===== src/rtl/alu_execute_stage.sv =====
// Execute-stage ALU: single-cycle logic/arithmetic ops and a serial 1-bit-per-cycle shifter,
// with registered result/zero/JR outputs and a downstream hold that freezes the stage.
module alu_execute_stage #(
   parameter int unsigned DATA_WIDTH  = 32,
   parameter int unsigned SHAMT_WIDTH = 5
) (
   input  logic                   i_clk,
   input  logic                   i_reset,
   input  logic                   i_in_valid,
   input  logic [3:0]             i_alu_operation,
   input  logic                   i_jr_instruction,
   input  logic [DATA_WIDTH-1:0]  i_a,
   input  logic [DATA_WIDTH-1:0]  i_b,
   input  logic [SHAMT_WIDTH-1:0] i_shamt,
   input  logic                   i_hold,
   output logic                   o_busy,
   output logic                   o_out_valid,
   output logic [DATA_WIDTH-1:0]  o_alu_result,
   output logic                   o_zero,
   output logic                   o_jr_out
);

   localparam logic [3:0] OpAdd  = 4'b0000;
   localparam logic [3:0] OpAnd  = 4'b0001;
   localparam logic [3:0] OpOr   = 4'b0010;
   localparam logic [3:0] OpNor  = 4'b0011;
   localparam logic [3:0] OpSll  = 4'b0100;
   localparam logic [3:0] OpSrl  = 4'b0101;
   localparam logic [3:0] OpLui  = 4'b0110;
   localparam logic [3:0] OpSub  = 4'b0111;
   localparam logic [3:0] OpJump = 4'b1001;
   localparam logic [3:0] OpMem  = 4'b1010;

   typedef enum logic {StIdle, StShift} state_e;

   state_e                 r_state;
   state_e                 w_state_next;

   logic [DATA_WIDTH-1:0]  r_shreg;
   logic [SHAMT_WIDTH-1:0] r_cnt;
   logic                   r_left;
   logic                   r_jr_pend;
   logic [DATA_WIDTH-1:0]  r_result;
   logic                   r_zero;
   logic                   r_jr_out;
   logic                   r_out_valid;

   logic                   w_accept;
   logic                   w_is_shift;
   logic                   w_shift_start;
   logic                   w_shift_step;
   logic                   w_shift_done;
   logic [DATA_WIDTH-1:0]  w_alu_result;
   logic [DATA_WIDTH-1:0]  w_shifted;

   assign w_accept      = i_in_valid && (r_state == StIdle) && !i_hold;
   assign w_is_shift    = (i_alu_operation == OpSll) || (i_alu_operation == OpSrl);
   assign w_shift_start = w_accept && w_is_shift && (i_shamt != '0);
   assign w_shift_step  = (r_state == StShift) && !i_hold;
   assign w_shift_done  = w_shift_step && (r_cnt == SHAMT_WIDTH'(1));

   // Shift ops reach this path only with shamt==0, so the result is B unchanged.
   always_comb begin
      w_alu_result = '0;
      case (i_alu_operation)
         OpAdd, OpMem: w_alu_result = i_a + i_b;
         OpAnd:        w_alu_result = i_a & i_b;
         OpOr:         w_alu_result = i_a | i_b;
         OpNor:        w_alu_result = ~(i_a | i_b);
         OpSll, OpSrl: w_alu_result = i_b;
         OpLui:        w_alu_result = i_b << 16;
         OpSub:        w_alu_result = i_a - i_b;
         OpJump:       w_alu_result = '0;
         default:      w_alu_result = '0;
      endcase
   end

   always_comb begin
      if (r_left) begin
         w_shifted = {r_shreg[DATA_WIDTH-2:0], 1'b0};
      end else begin
         w_shifted = {1'b0, r_shreg[DATA_WIDTH-1:1]};
      end
   end

   always_ff @(posedge i_clk) begin
      if (i_reset) begin
         r_state <= StIdle;
      end else begin
         r_state <= w_state_next;
      end
   end

   always_comb begin
      w_state_next = r_state;
      case (r_state)
         StIdle:  if (w_shift_start) w_state_next = StShift;
         StShift: if (w_shift_done) w_state_next = StIdle;
         default: w_state_next = StIdle;
      endcase
   end

   always_comb begin
      o_busy = (r_state == StShift) || i_hold;
   end

   always_ff @(posedge i_clk) begin
      if (i_reset) begin
         r_shreg     <= '0;
         r_cnt       <= '0;
         r_left      <= 1'b0;
         r_jr_pend   <= 1'b0;
         r_result    <= '0;
         r_zero      <= 1'b1;
         r_jr_out    <= 1'b0;
         r_out_valid <= 1'b0;
      end else if (w_shift_start) begin
         r_shreg     <= i_b;
         r_cnt       <= i_shamt;
         r_left      <= (i_alu_operation == OpSll);
         r_jr_pend   <= i_jr_instruction;
         r_out_valid <= 1'b0;
      end else if (w_accept) begin
         r_result    <= w_alu_result;
         r_zero      <= (w_alu_result == '0);
         r_jr_out    <= i_jr_instruction;
         r_out_valid <= 1'b1;
      end else if (w_shift_step) begin
         r_shreg <= w_shifted;
         r_cnt   <= r_cnt - SHAMT_WIDTH'(1);
         if (w_shift_done) begin
            r_result    <= w_shifted;
            r_zero      <= (w_shifted == '0);
            r_jr_out    <= r_jr_pend;
            r_out_valid <= 1'b1;
         end
      end else if (!i_hold) begin
         // Idle with nothing accepted: only the valid flag drops, data is retained.
         r_out_valid <= 1'b0;
      end
   end

   assign o_out_valid  = r_out_valid;
   assign o_alu_result = r_result;
   assign o_zero       = r_zero;
   assign o_jr_out     = r_jr_out;

endmodule


===== config.mk =====
export PLATFORM = sky130hd
export DESIGN_NAME = alu_execute_stage
export DESIGN_NICKNAME = d
export VERILOG_FILES = /design/src/rtl/alu_execute_stage.sv
export SDC_FILE = /design/constraint.sdc
export NUM_CORES = 1
export LEC_CHECK = 0
export BUFFER_PORTS_ARGS = -buffer_cell sky130_fd_sc_hd__buf_2
export CAP_MARGIN = 25
export CORE_ASPECT_RATIO = 1.2
export CORE_MARGIN = 1
export CORE_UTILIZATION = 30
export DETAILED_ROUTE_END_ITERATION = 7
export PLACE_DENSITY = 0.57
export SLEW_MARGIN = 20
export SYNTH_ARGS = -nofsm -noshare
export SYNTH_HDL_FRONTEND = slang
export SYNTH_SLANG_ARGS = --single-unit

===== constraint.sdc =====
create_clock -name i_clk -period 5.55 [get_ports i_clk]
set_clock_uncertainty 0.05 [all_clocks]
set_input_delay 1.11 -clock i_clk [delete_from_list [all_inputs] [get_ports i_clk]]
set_output_delay 1.11 -clock i_clk [all_outputs]
set_load 0.01 [all_outputs]

**Word level (Yosys, flattened, before mapping)**

Index checks and enable logic that the tools add are counted.

- Register bits after elaboration: 75
- Input port bits: 78
- Output and inout port bits: 36

- Add/subtract/negate cells: 3
- Equality and inequality tests: 12
- Mux-type cells: 24
- Bitwise logic cells: 5
- Reduce and logical (&&, ||, !) cells: 22

Operators with widths:

| kind | number |
|---|---|
| 2-to-1 mux 32 bit | 7 |
| case mux 32 bit (7 select lines) | 1 |
| zero test 32 bit | 2 |
| adder 32 bit | 1 |
| AND 32 bit | 1 |
| NOT 32 bit | 1 |
| OR 32 bit | 1 |
| subtractor 32 bit | 1 |
| == test 4 x 3 -> 1 bit, second input constant | 4 |
| 2-to-1 mux 5 bit | 3 |
| 2-to-1 mux 1 bit | 12 |
| == test 4 x 2 -> 1 bit, second input constant | 2 |
| logical AND 1 bit | 6 |
| nonzero test 2 bit | 3 |
| OR reduction 2 bit | 3 |
| == test 5 x 1 -> 1 bit, second input constant | 1 |
| nonzero test 5 bit | 1 |
| subtractor 5 x 1 -> 5 bit, second input constant | 1 |
| == test 4 x 1 -> 1 bit, second input constant | 1 |
| == test 4 bit, second input constant | 1 |
| zero test 4 bit | 1 |
| AND reduction 2 bit | 2 |
| inequality test 3 x 1 -> 1 bit, second input constant | 1 |
| inequality test 3 x 2 -> 1 bit, second input constant | 1 |
| 6 further kinds | 8 |

**Logic depth before layout (Yosys ltp)**

- Depth after elaboration: 7
- Gate-level depth with buffers: 22

**Worst setup path before layout**

No wires, ideal clock.

- Path kind: in2reg
- From: input i_alu_operation[0]
- To: register r_zero, in the netlist o_zero
- Arrival time: 5,484 ps
- Required time: 5,431 ps
- Path slack: -53 ps
- Stages on the path: 20
- Buffers on the path: 6
- Cell sequence: buf_2 > buf_2 > clkbuf_8 > clkbuf_1 > and4b_1 > clkbuf_1 > a21oi_1 > xnor2_1 > ha_1 > buf_6 > nand3_1 > nor3_1 > o211ai_2 > a21o_1 > a21boi_0 > o31ai_2 > or4_1 > or4_1 > or4_1 > o21ai_1

- Longest elaborated chain between the ends: 6

Ends and longest elaborated chain:

| element | RTL line | text |
|---|---|---|
| from (decl) | 10 | `input logic [3:0] i_alu_operation,` |
| branches (longest 6 deep; another with case mux 32 bit (7 select lines)) | -- |  |
| to (signal assigned) | 125 | `r_zero <= (w_alu_result == '0);` |
| to (signal assigned) | 133 | `r_zero <= (w_shifted == '0);` |
| to (decl) | 44 | `logic r_zero;` |

Several ways; the timed one is not identified.
A chain may end at the register's enable or synchronous reset.

**Final worst setup path**

- From: input i_b[8]
- To: register r_zero, in the netlist o_zero

- Longest elaborated chain between the ends: 5

Ends and longest elaborated chain:

| element | RTL line | text |
|---|---|---|
| from (decl) | 13 | `input logic [DATA_WIDTH-1:0] i_b,` |
| branches (longest 2 deep; another with subtractor 32 bit) | -- |  |
| case mux 32 bit (7 select lines) (*) | 65 | `case (i_alu_operation)` |
| zero test 32 bit (*) | 125 |  |
| 2-to-1 mux 1 bit (*) | 123 | `end else if (w_accept) begin` |

Every way passes the cells marked *.

==> summary.txt <==
Power and ir drop
  – Sw frac: 0.3500
  – Sw power: 0.0007248 W
  – Internal power: 0.001346 W
  – PwrDens: 204.3 nW/um^2
  – Flop pwr share: 0.270
  – Combinational power share: 0.401
  – VDD IR-drop max: 0.1359 mV
  – Clock share of power: 0.329
  – Total leakage power: 4.216 nW

Drt
  – Drt wl/cell: 20.55 um
  – Via count: 9583
  – Vias per std cell: 5.818
  – Drt total wl: 33.85 mm
  – Post-DRT Antenna Nets: 0
  – Pre-antenna DRT Iters: 6
  – Iter 0 DRT Violations: 874
  – # DRC: 0

Logic synthesis
  – Synth unique cells: 79
  – Yosys top cell by area: dfxtp_1
  – Post-synthesis register bit count: 75
  – Post-Syn Area: 7964 um^2
  – Sequential fraction of the synthesis area: 0.1885
  – Synthesized area per cell: 7.111 um^2
  – Syn_nets: 1235
  – Asr flop ratio synth: 0
  – Most frequent cell after synthesis: nor2_1
  – Synth Instances: 1120
  – Post-synth top area share: 0.1885
  – Commonest cells post-synth: 132 x nor2_1, 114 x a21oi_1, 112 x nand2_1
  – Ys Warns: 0
  – Synth top area cells: dfxtp_1 19%, a21oi_1 7.2%, nor2_1 6.2%, ha_1 5.7%, nand2_1 5.3%
  – Main synth FF type: dfxtp_1
  – Post-synth EDFFs: 0

Setup path
  – Critical path peak fanout: 4
  – Worst reg2reg startpoint: r_state$_SDFF_PP0_
  – Req. time, crit path: 5.78 ns
  – Reg2reg setup slack: 2.36 ns
  – Worst EP arrival: 5.54 ns
  – CP Capture Type: register
  – Kind of critical path: in2reg
  – Worst R2R Path Depth: 10
  – Reg2reg end: o_zero$_SDFFE_PP1P_
  – Crit start category: input pin

Clocking
  – CTS tree: yes
  – Num CTS Buffers: 9
  – Clk_lat worst skew: 0.34 ns
  – Hold_buf cts: 0
  – CTS root buf: clkbuf_16
  – Max Buffers Root-to-Sink: 2
  – Clock sinks: 75
  – Htree depth: 3
  – Worst-path clk slew: 0.06 ns

Floorplan
  – Die Y-Extent: 180.5 um
  – Row count: 64
  – Initial Utilization: 0.3089
  – Core area: 25780 um^2
  – IO Pins: 114
  – Chip width: 150.7 um
  – DIE AREA: 27200 um^2

Cells and area
  – Multi-input gate area in the final layout: 5941 um^2
  – Final net count: 1426
  – Layout cells sized above 1: 0.2705
  – Area grow syn2layout: 27.29%
  – Layout fillers: 2700
  – Sequential cell area: 1501 um^2

Global route
  – First-pass GRT wire length: 51.31 mm
  – Vias in the first global route: 8921
  – Grt ovf: 0
  – Total GRT Usage: 0.2456
  – Largest net degree at the start of global routing: 61
  – Initial antenna violation count: 1

STA
  – Final max-slew violation count: 0
  – Final hold violation count: 0
  – Worst Tran Pin Value: 0.9091 ns
  – Final worst path period share: 0.9574
  – Setup violations, final: 0
  – Min Tclk post-route: 5.314 ns
  – Achievable clock frequency: 188.2 MHz
  – Slew Limit Headroom: 0.3921
  – Worst setup margin: 0.2365 ns
  – Setup TNS: 0 ns

Worst hold path
  – Worst Min Path Start: o_alu_result[24]$_SDFFE_PP0P_
  – Min-Delay Path Class: reg2reg
  – Hold path endpoint: o_alu_result[24]$_SDFFE_PP0P_
  – Worst hold path depth: 2

Outcome
  – Outcome: complete, no violations

Placement
  – Pre-CTS setup slack: -0.2705 ns
  – Port Buf Inserts: 113
  – RD Place Congestion: 0.9259
  – Post-DP HPWL: 26.41 mm

Flow run
  – Max cap viols: 0
==> power groups by stage <==
stage          logic (W)  clock network, W  registers [W]
5_1_grt         0.000894          0.000707       0.000561
6_report        0.000831          0.000681       0.000559
3_3_place_gp    0.000800                 0       0.000571
2_1_floorplan   0.000457                 0       0.000573
3_5_place_dp    0.000806                 0       0.000571
4_1_cts         0.000810          0.000686       0.000559
==> timing repair <==
item                                    4_1_cts  5_1_grt
gates resized for setup                       0       12
setup buffers                                 0        1
endpoints found under the hold margin         0        0
endpoints found under the setup margin        0        1
==> worst max path at each step <==
stage	start	to	slack, ns	cells after the start
floorplan	i_b[13]	o_zero$_SDFFE_PP1P_	0.03	18
global placement	i_b[8]	o_zero$_SDFFE_PP1P_	-0.26	18
detailed placement	i_b[8]	o_zero$_SDFFE_PP1P_	-0.27	18
CTS	i_b[8]	o_zero$_SDFFE_PP1P_	0.08	18
global route	i_b[8]	o_zero$_SDFFE_PP1P_	-0.04	18
finish	i_b[8]	o_zero$_SDFFE_PP1P_	0.24	16
==> sequential cells by signal (all words and copies together) (netlist names) <==
| signal | flops |
|---|---|
| r_cnt | 5 |
| o_out_valid | 1 |
| o_jr_out | 1 |
| o_alu_result | 32 |
| r_state | 1 |
| r_left | 1 |
| r_jr_pend | 1 |
| r_shreg | 32 |
| o_zero | 1 |
==> layer usage <==
metal	routed length [um]	GRT usage	share of wire	vias up
met5	0	0	0	-
met4	1545	0.1220	0.046	0
met3	2210	0.01797	0.065	73
met2	15950	0.4062	0.47	426
met1	14150	0.3173	0.42	4534
li1	-	-	-	4550
==> placed cells by master, fill, tap and decap left out, types with 28 or more instances in the layout <==
master   count
nor2_1     130
ha_1        36
buf_4      168
nor3_1      28
dfxtp_1     75
o21ai_0     48
a21oi_1    112
buf_2      113
inv_1       28
nand2_1    112
==> kinds of logic (layout without fill, tap and decap cells) <==
| group | after synthesis | count (layout) | synth area share |
|---|---|---|---|
| AND/OR/NAND/NOR | 402 | 402 | 0.2405 |
| AO/OA/AOI/OAI | 388 | 388 | 0.3309 |
| buffers and inverters | 129 | 325 | 0.07510 |
| flip-flops | 75 | 75 | 0.1885 |
| XOR/XNOR | 51 | 51 | 0.05609 |
| multiplexers | 38 | 38 | 0.04980 |
| adder cells (fa/ha/maj) | 37 | 37 | 0.05907 |
| other | 0 | 1 | 0 |
==> final cells by class <==
type / instances / share of cell area
clock inverter: 3 / 0.006665
tap: 330 / 0.04073
sequential: 75 / 0.1481
timing repair buffer: 281 / 0.1802
antenna: 1 / 0.0002469
multi-input combinational: 916 / 0.5860
clock buffer: 13 / 0.02765
inverter: 28 / 0.01037
==> critical path, cell delays in order <==
cell and delay, ns:
buf_2 0.10, or3_1 0.46, and4b_2 0.36, nand2_1 0.10, o31ai_1 0.26, xor2_1 0.18
ha_1 0.29, a21oi_1 0.22, o21ai_0 0.19, a21oi_2 0.21, nor3b_1 0.27, o31ai_2 0.12
or4_1 0.53, or4_1 0.50, or4_1 0.47, o21ai_1 0.15
==> stage by stage <==
| step | utilization | std cells | power, W | hold WS (ns) | area, um^2 |
|---|---|---|---|---|---|
| after floorplan | - | 1120 | 0.001030 | 0.3829 | 7970 |
| after global placement | 0.3779 | 1629 | 0.001371 | 0.3887 | 9744 |
| after detailed placement | 0.3779 | 1629 | 0.001378 | 0.3939 | 9744 |
| after CTS | 0.3914 | 1645 | 0.002055 | 0.4020 | 10090 |
| after global routing | 0.3931 | 1647 | 0.002162 | 0.4233 | 10140 |
| final | 0.3931 | 1647 | 0.002071 | 0.3970 | 10140 |
(Power assumes the default switching activity.)
